`src/rtl/muldiv_sequencer.sv`:
```
// muldiv_sequencer: iterative 32-step multiply/divide unit owning HI/LO, with pipeline stall request
module muldiv_sequencer #(
    parameter int WIDTH = 32
) (
    input  logic             clk,
    input  logic             rst_n,
    input  logic             start,
    input  logic [1:0]       op,
    input  logic             flush,
    input  logic [WIDTH-1:0] src_a,
    input  logic [WIDTH-1:0] src_b,
    input  logic             mf_req,
    input  logic             mt_hi,
    input  logic             mt_lo,
    input  logic [WIDTH-1:0] mt_data,
    output logic [WIDTH-1:0] hi,
    output logic [WIDTH-1:0] lo,
    output logic             busy,
    output logic             done,
    output logic             hold
);
    localparam int CW = $clog2(WIDTH);
    typedef enum logic [1:0] {IDLE, CALC, FIX} state_t;
    state_t state;
    logic [CW-1:0] count;
    logic [2*WIDTH-1:0] prod, step_mul, step_div, prod_fix;
    logic [WIDTH-1:0] opnd, mag_a, mag_b, quo, rem, fix_hi, fix_lo;
    logic [WIDTH:0] add_sum, sub_trial;
    logic is_div, neg_q, neg_r, b_zero, sgn_a, sgn_b;
    assign sgn_a = ~op[0] & src_a[WIDTH-1];
    assign sgn_b = ~op[0] & src_b[WIDTH-1];
    assign mag_a = sgn_a ? -src_a : src_a;
    assign mag_b = sgn_b ? -src_b : src_b;
    assign add_sum = {1'b0, prod[2*WIDTH-1:WIDTH]} + (prod[0] ? {1'b0, opnd} : '0);
    assign step_mul = {add_sum, prod[WIDTH-1:1]};
    assign sub_trial = {prod[2*WIDTH-1:WIDTH], prod[WIDTH-1]} - {1'b0, opnd};
    assign step_div = sub_trial[WIDTH] ? {prod[2*WIDTH-2:0], 1'b0}
                                       : {sub_trial[WIDTH-1:0], prod[WIDTH-2:0], 1'b1};
    assign quo = prod[WIDTH-1:0];
    assign rem = prod[2*WIDTH-1:WIDTH];
    assign prod_fix = neg_q ? -prod : prod;
    assign fix_hi = is_div ? (neg_r ? -rem : rem) : prod_fix[2*WIDTH-1:WIDTH];
    assign fix_lo = is_div ? (b_zero ? '1 : (neg_q ? -quo : quo)) : prod_fix[WIDTH-1:0];
    assign hold = busy & (start | mf_req | mt_hi | mt_lo);
    always_ff @(posedge clk or negedge rst_n) begin
        if (!rst_n) begin
            state  <= IDLE;
            count  <= '0;
            prod   <= '0;
            opnd   <= '0;
            is_div <= 1'b0;
            neg_q  <= 1'b0;
            neg_r  <= 1'b0;
            b_zero <= 1'b0;
            hi     <= '0;
            lo     <= '0;
            busy   <= 1'b0;
            done   <= 1'b0;
        end else begin
            done <= 1'b0;
            case (state)
                IDLE: begin
                    if (start && !flush) begin
                        state  <= CALC;
                        busy   <= 1'b1;
                        count  <= '0;
                        is_div <= op[1];
                        neg_q  <= sgn_a ^ sgn_b;
                        neg_r  <= sgn_a;
                        b_zero <= src_b == '0;
                        prod   <= {{WIDTH{1'b0}}, op[1] ? mag_a : mag_b};
                        opnd   <= op[1] ? mag_b : mag_a;
                    end else begin
                        if (mt_hi) hi <= mt_data;
                        if (mt_lo) lo <= mt_data;
                    end
                end
                CALC: begin
                    prod  <= is_div ? step_div : step_mul;
                    count <= count + 1'b1;
                    if (count == CW'(WIDTH - 1)) state <= FIX;
                end
                FIX: begin
                    hi    <= fix_hi;
                    lo    <= fix_lo;
                    busy  <= 1'b0;
                    done  <= 1'b1;
                    state <= IDLE;
                end
                default: state <= IDLE;
            endcase
        end
    end
endmodule
```
`config.mk`:
```
export PLATFORM = sky130hd
export DESIGN_NAME = muldiv_sequencer
export DESIGN_NICKNAME = d
export VERILOG_FILES = /design/src/rtl/muldiv_sequencer.sv
export SDC_FILE = /design/constraint.sdc
export NUM_CORES = 1
export LEC_CHECK = 0
export CELL_PAD_IN_SITES_DETAIL_PLACEMENT = 1
export CELL_PAD_IN_SITES_GLOBAL_PLACEMENT = 1
export CORE_ASPECT_RATIO = 1.5
export CORE_UTILIZATION = 43
export CTS_BUF_LIST = sky130_fd_sc_hd__clkbuf_16
export CTS_CLUSTER_SIZE = 28
export DETAILED_ROUTE_END_ITERATION = 10
export HOLD_SLACK_MARGIN = 0.05
export PLACE_DENSITY_LB_ADDON = 0.1
export REMOVE_ABC_BUFFERS = 1
export SETUP_SLACK_MARGIN = 0.3
export SLEW_MARGIN = 20
export SYNTH_ARGS = -nofsm -noshare
export SYNTH_HDL_FRONTEND = slang
export SYNTH_SLANG_ARGS = --single-unit
```
`constraint.sdc`:
```
create_clock -name clk -period 3.55 [get_ports clk]
set_input_delay 0.71 -clock clk [delete_from_list [all_inputs] [get_ports clk]]
set_output_delay 0.71 -clock clk [all_outputs]
set_load 0.02 [all_outputs]
```
# After elaboration in Yosys (flattened, before gate mapping)

Index checks and enable logic that the tools add are counted.
Widths: inputs -> output; s select.

Flip-flop bits (word level): 173
Bits of input ports: 105
Output and inout port bits: 67
Word-level logic and storage cells: 77

$add $sub $neg: 8
Eq/ne operators: 8
Multiplexer cells: 29
Bitwise logic cells: 8
Reductions and logical operators: 12

Operators with widths:

| cell                | count |
|---|---|
| $mux 32             | 14 |
| $mux 64             | 4 |
| $neg 32->32         | 4 |
| $pmux 32 s2         | 2 |
| $pmux 64 s2         | 1 |
| $neg 64->64         | 1 |
| $add 32x32->33      | 1 |
| $sub 33x32->33      | 1 |
| $logic_not 32->1    | 1 |
| $ne 2x2->1 const B  | 5 |
| $pmux 5 s2          | 1 |
| $reduce_and 2->1    | 4 |
| $reduce_and 3->1    | 2 |
| $add 5x1->5 const B | 1 |
| $eq 5x5->1 const B  | 1 |
| $mux 5              | 1 |
| $mux 2              | 2 |
| $pmux 2 s2          | 1 |
| $reduce_bool 2->1   | 2 |
| $and 1x1->1         | 3 |
| $or 1x1->1          | 3 |
| $eq 2x1->1 const B  | 1 |
| $eq 2x2->1 const B  | 1 |
| $logic_not 2->1     | 1 |
| 6 further kinds     | 7 |

# Logic depth before layout (Yosys ltp)

Gate-level depths: netlist (run 1).

Word-level depth: 6
Mapped depth: 14
Depth with buffers taken out: 13

# Least setup slack after synthesis (run 1)

OpenSTA, ideal clock, no wires.

Kind: reg-to-reg
Start: register prod[32]
End: register prod[48]
Setup time: 121 ps
Arrival: 3043 ps
Required time: 3429 ps
Setup slack: 386 ps
Cell stages (with the launch flop): 14
Path buffers: 2
Cell sequence: dfrtp_1 > clkbuf_1 > inv_1 > fa_1 > nand2b_1 > a21oi_1 > o21a_1 > o2111ai_1 > nand3_1 > xor2_2 > buf_2 > mux2i_1 > mux2i_1 > a22o_1

Cells in the longest elaborated chain, start to end: 4

Ends and longest elaborated chain:

| element                | RTL line | source |
|---|---|---|
| start, declared        | 26       | `logic [2*WIDTH-1:0] prod, step_mul, step_div, prod_fix;` |
| start signal, assigned | 71       | `prod <= {{WIDTH{1'b0}}, op[1] ? mag_a : mag_b};` |
| start signal, assigned | 79       | `prod <= is_div ? step_div : step_mul;` |
| $sub 33x32->33         | 36       | `assign sub_trial = {prod[2*WIDTH-1:WIDTH], prod[WIDTH-1]} - {1'b0, opnd};` |
| $mux 64                | 37       | `assign step_div = sub_trial[WIDTH] ? {prod[2*WIDTH-2:0], 1'b0}` |
| $mux 64 (*)            | 79       |  |
| $pmux 64 s2 (*)        | 61       | `case (state)` |

Mark *: on every way between the ends. The rest lies on a longest branch, timed or not.
A chain may end at the register's enable or synchronous reset.

# Worst setup path after layout (run 1)

Start: input port src_a[0]
End: register prod[24]

Cells in the longest elaborated chain, start to end: 5

Ends and longest elaborated chain:

| element         | RTL line | source |
|---|---|---|
| start, declared | 10       | `input logic [WIDTH-1:0] src_a,` |
| $neg 32->32     | 32       | `assign mag_a = sgn_a ? -src_a : src_a;` |
| $mux 32         | 32       |  |
| $mux 32         | 71       |  |
| $mux 64         | 63       | `if (start && !flush) begin` |
| $pmux 64 s2     | 61       |  |

Every way passes these cells. The select of a mux whose other input is x is not followed.

==> results_dict.tcl, run 1 <==
set metrics [dict create \
    post_dp_cell_area_sq_mm 0.01798 \
    initial_core_util_pct 43.98 \
    cts.path.max_buffers 2 \
    grt_setup_unrepaired "yes" \
    worst_setup_hold_path_clk_slew_ns 0.08 \
    gp_routability_congestion 0.9446 \
    fin_nets 2292 \
    yosys-top-cells-area "sky130_fd_sc_hd__dfrtp_1, sky130_fd_sc_hd__ha_1, sky130_fd_sc_hd__xnor2_1" \
    numPortBuffers 171 \
    postSynth.topFlopCell "sky130_fd_sc_hd__dfrtp_1" \
    p_leak_nw 7.942 \
    drt-pass1-iter-count 7 \
    max-slew-margin-rel_pct 35.85 \
    cts_tree "built" \
    antenna_found_initial 0 \
    status "complete, no violations" \
    holdCritPathClass "primary input to asynchronous set/reset pin" \
    power-per-cell-area_mw_per_mm2 1111 \
    synth_top_area_share_pct 29.34 \
    synth_cell_type_count 82 \
    tightest_slew_ns 0.9587 \
    synthMostInstantiatedCell "sky130_fd_sc_hd__nand2_1" \
    via_per_inst 6.194 \
    design.portCount 172 \
    synth-edff-count 0 \
    dieWidth_um 153.3 \
    worstPathArrival_ns 3.49 \
    cpMaxStageDelayCell "sky130_fd_sc_hd__or3b_2" \
    series_of_cell_instances_along_the_critical_path "clkdlybuf4s50_1, inv_1, ha_1, or3b_2, or3_1, nor2_1, nand3b_1, o21ai_0, xor2_1, nand2_1, o211ai_1, a22oi_1" \
    rows 82 \
    ant_nets 0 \
    route.final.wire_length_um 61210 \
    final_area_sq_mm 0.01892 \
    critPathLaunch "src_a[0]" \
    filler_cell_count 4072 \
    num_vias 15780 \
    detailed_place_hpwl_um 47460 \
    timing.final.crit_share_pct 89.49 \
    endpoint_kind "register" \
    via_count_of_the_first_global_routing_pass 17010 \
    detail_route.wl_per_cell_um 24.03 \
    reg2reg_from "prod[23]" \
    finish.utilization_pct 56.39 \
    grt_overflow 0 \
    maximum_fanout_along_the_worst_path 3 \
    dieHeight_um 228.9 \
    post-synth-top-area-cell "sky130_fd_sc_hd__dfrtp_1" \
    synth_area_per_cell_sq_um 7.917 \
    global_route.usage.total_pct 35.00 \
    cts_max_level 4 \
    final.min_clock_period_ns 3.177 \
    worst-setup-path-type "primary input to register" \
    vdd.ir_drop.worst_uv 589.4 \
    floorplan.die_area_sq_mm 0.03508 \
    wire_length_of_the_first_global_routing_pass_um 94520 \
    synth_sequential_area_ratio_pct 29.34 \
    worst_ep_required_time_ns 3.87 \
    cts_buffer_count 17 \
    layout-drive-gt1-share_pct 14.29 \
    clk-insertion-delay-late_ns 0.46 \
    commonest_cells_post_synth "sky130_fd_sc_hd__nand2_1, sky130_fd_sc_hd__dfrtp_1, sky130_fd_sc_hd__o21ai_0" \
    maximum_single_stage_delay_on_the_critical_path_ns 0.51 \
    max_freq_mhz 314.8 \
    drv_slew 0 \
    drt-initial-drc-count 929 \
    drcViolationCount 0 \
    synthCells 1864 \
    clockRootBuffer "sky130_fd_sc_hd__clkbuf_16" \
    post_synth_arst_share_pct 100.0 \
    placeableCoreArea_sq_mm 0.03355 \
    area_growth_syn_to_layout_pct 28.20 \
    crit_path_start_kind "primary input" \
    synth_seq_cells 173 \
    ys_warn_count 0 \
    cts.sink_count 173 \
    skew_ns 0.01002 \
    num_antenna_cells 0 \
    netlist_area_sq_mm 0.01476 \
    pin_count_of_the_biggest_net_entering_global_routing 93 \
    setup_viol_count_final 0 \
    final-hold-violation-count 0 \
    cap_violations 0 \
]
-- metrics by stage --
step	hold WS, ns	power (mW)	std cells	TNS (ns)	setup slack (ns)
after detailed placement	0.4696	18.10	2510	-0.5170	-0.09359
after floorplan	0.4144	12.27	1738	-343.33	-3.495
final	0.2501	21.02	2547	0	0.3730
after global placement	0.4618	17.61	2510	-0.1239	-0.06493
after global routing	0.2872	22.32	2547	0	0.2630
after CTS	0.2690	20.52	2542	0	0.3029
-- layout make-up --
cell class | instances | area, sq um | area share [%]
repair buffers | 358 | 3207 | 16.95
well taps | 420 | 525.5 | 2.778
inverters | 58 | 217.7 | 1.151
flip-flops and latches | 173 | 4332 | 22.90
clock buffers | 17 | 425.4 | 2.249
multi-input cells | 1507 | 10010 | 52.92
clock inverters | 14 | 198.9 | 1.052
-- cell families after synthesis --
| kind of cell | synth area share, % |
|---|---|
| compound gates | 26.62 |
| xor+xnor | 10.20 |
| fa+ha+maj | 6.207 |
| buf+inv | 4.841 |
| flops | 29.34 |
| mux | 4.596 |
| simple gates | 18.20 |
-- critical path: cells and delay by family --
family                   cells  cell delay, ns
buffers and inverters        2            0.52
AO/OA/AOI/OAI                3            0.52
adder cells (fa/ha/maj)      1            0.17
AND/OR/NAND/NOR              5            1.35
XOR/XNOR                     1            0.22
-- metal layers --
| metal | GRT usage (%) | vias up | wire, um |
|---|---|---|---|
| met3 | 4.077 | 203 | 2035 |
| li1 | - | 7244 | - |
| met5 | 0 | - | 0 |
| met1 | 37.68 | 7872 | 23170 |
| met2 | 61.67 | 458 | 30780 |
| met4 | 28.31 | 0 | 5227 |
-- layout by cell type, fill, tap and decap left out, drive strengths merged, types with 21 or more instances in the layout --
master and n:
nand2b 26, nor3 40, nor2 171, mux2i 61, a211oi 65, o211ai 21, ha 70, nand2 188
inv 64, a21oi 144, xor2 71, nand3 23, clkdlybuf4s50 169, o22ai 21, dfrtp 173, o31ai 24
a22oi 21, o21ai 207, buf 188, xnor2 100, a21o 31
-- final timing paths --
path	endpoint	slack, ns	cells past startpoint
min in group clk	lo[26]	0.48	1
max in group asynchronous	prod[49]	2.52	2
hold / removal	lo[7]	0.25	1
setup / recovery	prod[24]	0.37	12
setup reg to reg	hi[26]	0.38	9
hold reg to reg	lo[26]	0.48	1
-- power breakdown --
group	switching (mW)	internal (mW)
clock	0.954	1.14
sequential	0.835	2.94
combinational	8.63	6.52
total	10.4	10.6
-- timing repair --
action | in CTS | in global routing
hold buffers | 0 | 0
hold endpoints to repair | 0 | 0
pin swaps | 6 | 18
gates resized for setup | 24 | 37
cloned | 0 | 1
endpoints found under the setup margin | 34 | 39
setup buffers | 1 | 4
-- registers in the layout, summed over array words and instances, names as in the netlist, 2 cells and up --
register  count
state         2
opnd         32
lo           32
prod         64
count         5
hi           32
No activity file was read; power rests on OpenSTA's default activity.
==> run 2, diff against run 1 <==
Settings changed: ABC_AREA set to 1, CORE_UTILIZATION 43 to 41.
==> run 2 against run 1 <==
Utilization decreased by 7.0 points; critical path type is now register to register; count of clock-buffer cells in the layout unchanged; synthesized area increased by 23%; critical path depth increased by 3; sequential power increased by 8.2%; highest routed layer unchanged; register-to-register slack improved by 0.02 ns; global-route usage increased by 4.1 points; largest power group unchanged; cell count increased by 51%; total power increased by 12%; synthesized cell count increased by 66%; non-clock buffer count decreased by 106.
==> results_dict.tcl, run 2 <==
set metrics [dict create \
    rows 93 \
    placeableCoreArea_sq_mm 0.04329 \
    detail_route.wl_per_cell_um 23.13 \
    cap_violations 0 \
    power-per-cell-area_mw_per_mm2 1105 \
    cts_max_level 4 \
    maximum_fanout_along_the_worst_path 23 \
    yosys-top-cells-area "sky130_fd_sc_hd__dfrtp_1, sky130_fd_sc_hd__nand2_1, sky130_fd_sc_hd__nand3_1" \
    cts.sink_count 173 \
    synth_area_per_cell_sq_um 5.849 \
    postSynth.topFlopCell "sky130_fd_sc_hd__dfrtp_1" \
    via_count_of_the_first_global_routing_pass 22930 \
    grt_setup_unrepaired "no" \
    endpoint_kind "register" \
    drt-pass1-iter-count 5 \
    fin_nets 3440 \
    skew_ns 0.02167 \
    netlist_area_sq_mm 0.01811 \
    route.final.wire_length_um 88940 \
    synth_cell_type_count 50 \
    setup_viol_count_final 0 \
    num_vias 22330 \
    synth_seq_cells 173 \
    worst-setup-path-type "register to register" \
    dp_slack_ns 0.2329 \
    layout-drive-gt1-share_pct 4.792 \
    r2r_setup_slack_ns 0.40 \
    clockRootBuffer "sky130_fd_sc_hd__clkbuf_16" \
    cts_tree "built" \
    num_antenna_cells 0 \
    final.min_clock_period_ns 3.154 \
    drv_slew 0 \
    clk-insertion-delay-late_ns 0.49 \
    vdd.ir_drop.worst_uv 570.2 \
    post-synth-top-area-cell "sky130_fd_sc_hd__dfrtp_1" \
    synthMostInstantiatedCell "sky130_fd_sc_hd__nand2_1" \
    drcViolationCount 0 \
    initial_core_util_pct 41.83 \
    synth_sequential_area_ratio_pct 23.91 \
    holdCritPathClass "primary input to asynchronous set/reset pin" \
    cts_buffer_count 17 \
    global_route.usage.total_pct 39.13 \
    antenna_found_initial 0 \
    finalSetupTns_ns 0 \
    timing.final.ws_setup_ns 0.3962 \
    timing.final.crit_share_pct 88.84 \
    max-slew-margin-rel_pct 35.68 \
    p_leak_nw 10.73 \
    synth-edff-count 0 \
    gp_routability_congestion 1.012 \
    numPortBuffers 171 \
    post_cts.repair.setup_buffers 0 \
    mostFrequentLayoutCell "sky130_fd_sc_hd__nand2_1" \
    synth_top_area_share_pct 23.91 \
    layout_common_cells "sky130_fd_sc_hd__nand2_1, sky130_fd_sc_hd__inv_1, sky130_fd_sc_hd__nand3_1" \
    max_freq_mhz 317.1 \
    commonest_cells_post_synth "sky130_fd_sc_hd__nand2_1, sky130_fd_sc_hd__inv_1, sky130_fd_sc_hd__nand3_1" \
    hold-worst-slack_ns 0.1690 \
    worst_ep_required_time_ns 3.91 \
    area_growth_syn_to_layout_pct 18.14 \
    largest_register_ff_count 64 \
    crit_path_start_kind "register" \
    finish.utilization_pct 49.42 \
    top_register "prod" \
    grt_overflow 0 \
    design.portCount 172 \
    wire_length_of_the_first_global_routing_pass_um 133300 \
    dieWidth_um 173.6 \
    drt-initial-drc-count 1583 \
    tightest_slew_ns 0.9638 \
    dieHeight_um 259.4 \
    pin_count_of_the_biggest_net_entering_global_routing 72 \
    post_synth_arst_share_pct 100.0 \
    via_per_inst 5.805 \
    ant_nets 0 \
    floorplan.die_area_sq_mm 0.04503 \
    final-hold-violation-count 0 \
    detailed_place_hpwl_um 71830 \
    worstPathArrival_ns 3.51 \
    status "complete, no violations" \
    ys_warn_count 0 \
    worst_setup_hold_path_clk_slew_ns 0.09 \
    synthCells 3096 \
    cts.path.max_buffers 2 \
]
## run 2: layer usage
layer	share of wire (%)	vias to the layer above	global-route usage (%)
met4	8.6	0	30.24
met5	0	-	0
met1	37	10810	41.96
met2	50	862	69.89
li1	-	10340	-
met3	4.9	317	4.892
## run 2: logic make-up after synthesis
family,after synthesis,share of synthesized area [%]
buffers and inverters,537,11.50
AOI/OAI and AO/OA,524,16.68
adders and majority gates,72,5.058
DFF,173,23.91
xor gates and xnor gates,55,2.660
muxes,1,0.05528
and+or+nand+nor,1734,40.13
## run 2: final cells by class
cell class / instances / area, sq um
fill: 6084 / 21890
multi-input combinational: 2386 / 11730
sequential: 173 / 4330
timing repair buffer: 252 / 2362
inverter: 433 / 1627
tap: 570 / 713.2
clock buffer: 17 / 425.4
clock inverter: 15 / 209.0
## run 2: critical path, cell delays in order (launching register included)
cell and delay, ns:
sky130_fd_sc_hd__dfrtp_1 0.59, sky130_fd_sc_hd__inv_1 0.18, sky130_fd_sc_hd__ha_1 0.36, sky130_fd_sc_hd__nand2_1 0.10, sky130_fd_sc_hd__inv_1 0.08, sky130_fd_sc_hd__a21oi_1 0.16
sky130_fd_sc_hd__nand2_1 0.13, sky130_fd_sc_hd__nand2_1 0.09, sky130_fd_sc_hd__nand2_1 0.08, sky130_fd_sc_hd__nand2_1 0.13, sky130_fd_sc_hd__nand2_1 0.10, sky130_fd_sc_hd__nand2_1 0.16
sky130_fd_sc_hd__nand2_4 0.21, sky130_fd_sc_hd__nand2_1 0.26, sky130_fd_sc_hd__nand2_1 0.08, sky130_fd_sc_hd__a22oi_1 0.30
## run 2: what timing repair did
item,in CTS,in global routing
resized for setup,0,4
hold buffers,0,0
endpoints found under the setup margin,0,24
## run 2: where the power goes
part / total, mW / internal (mW) / switching (mW)
Sequential: 4.09 / 2.98 / 1.11
Clock: 2.07 / 0.976 / 1.09
Combinational: 17.5 / 5.78 / 11.7
## run 2: final timing paths
path / from / endpoint / depth (start not counted)
max in group asynchronous: rst_n / prod[60] / 2
max reg2reg: opnd[7] / prod[0] / 15
min in group clk: hi[10] / hi[10] / 2
min: rst_n / hi[23] / 1
max: opnd[7] / prod[0] / 15
min reg2reg: hi[10] / hi[10] / 2
## run 2: metrics by stage
stage	cells	instance area [sq um]	total power, mW
6_report	3846	21390	23.64
5_1_grt	3846	21390	25.39
4_1_cts	3846	21380	23.31
3_5_place_dp	3814	20740	21.10
3_3_place_gp	3814	20740	20.50
2_1_floorplan	2992	17650	14.46
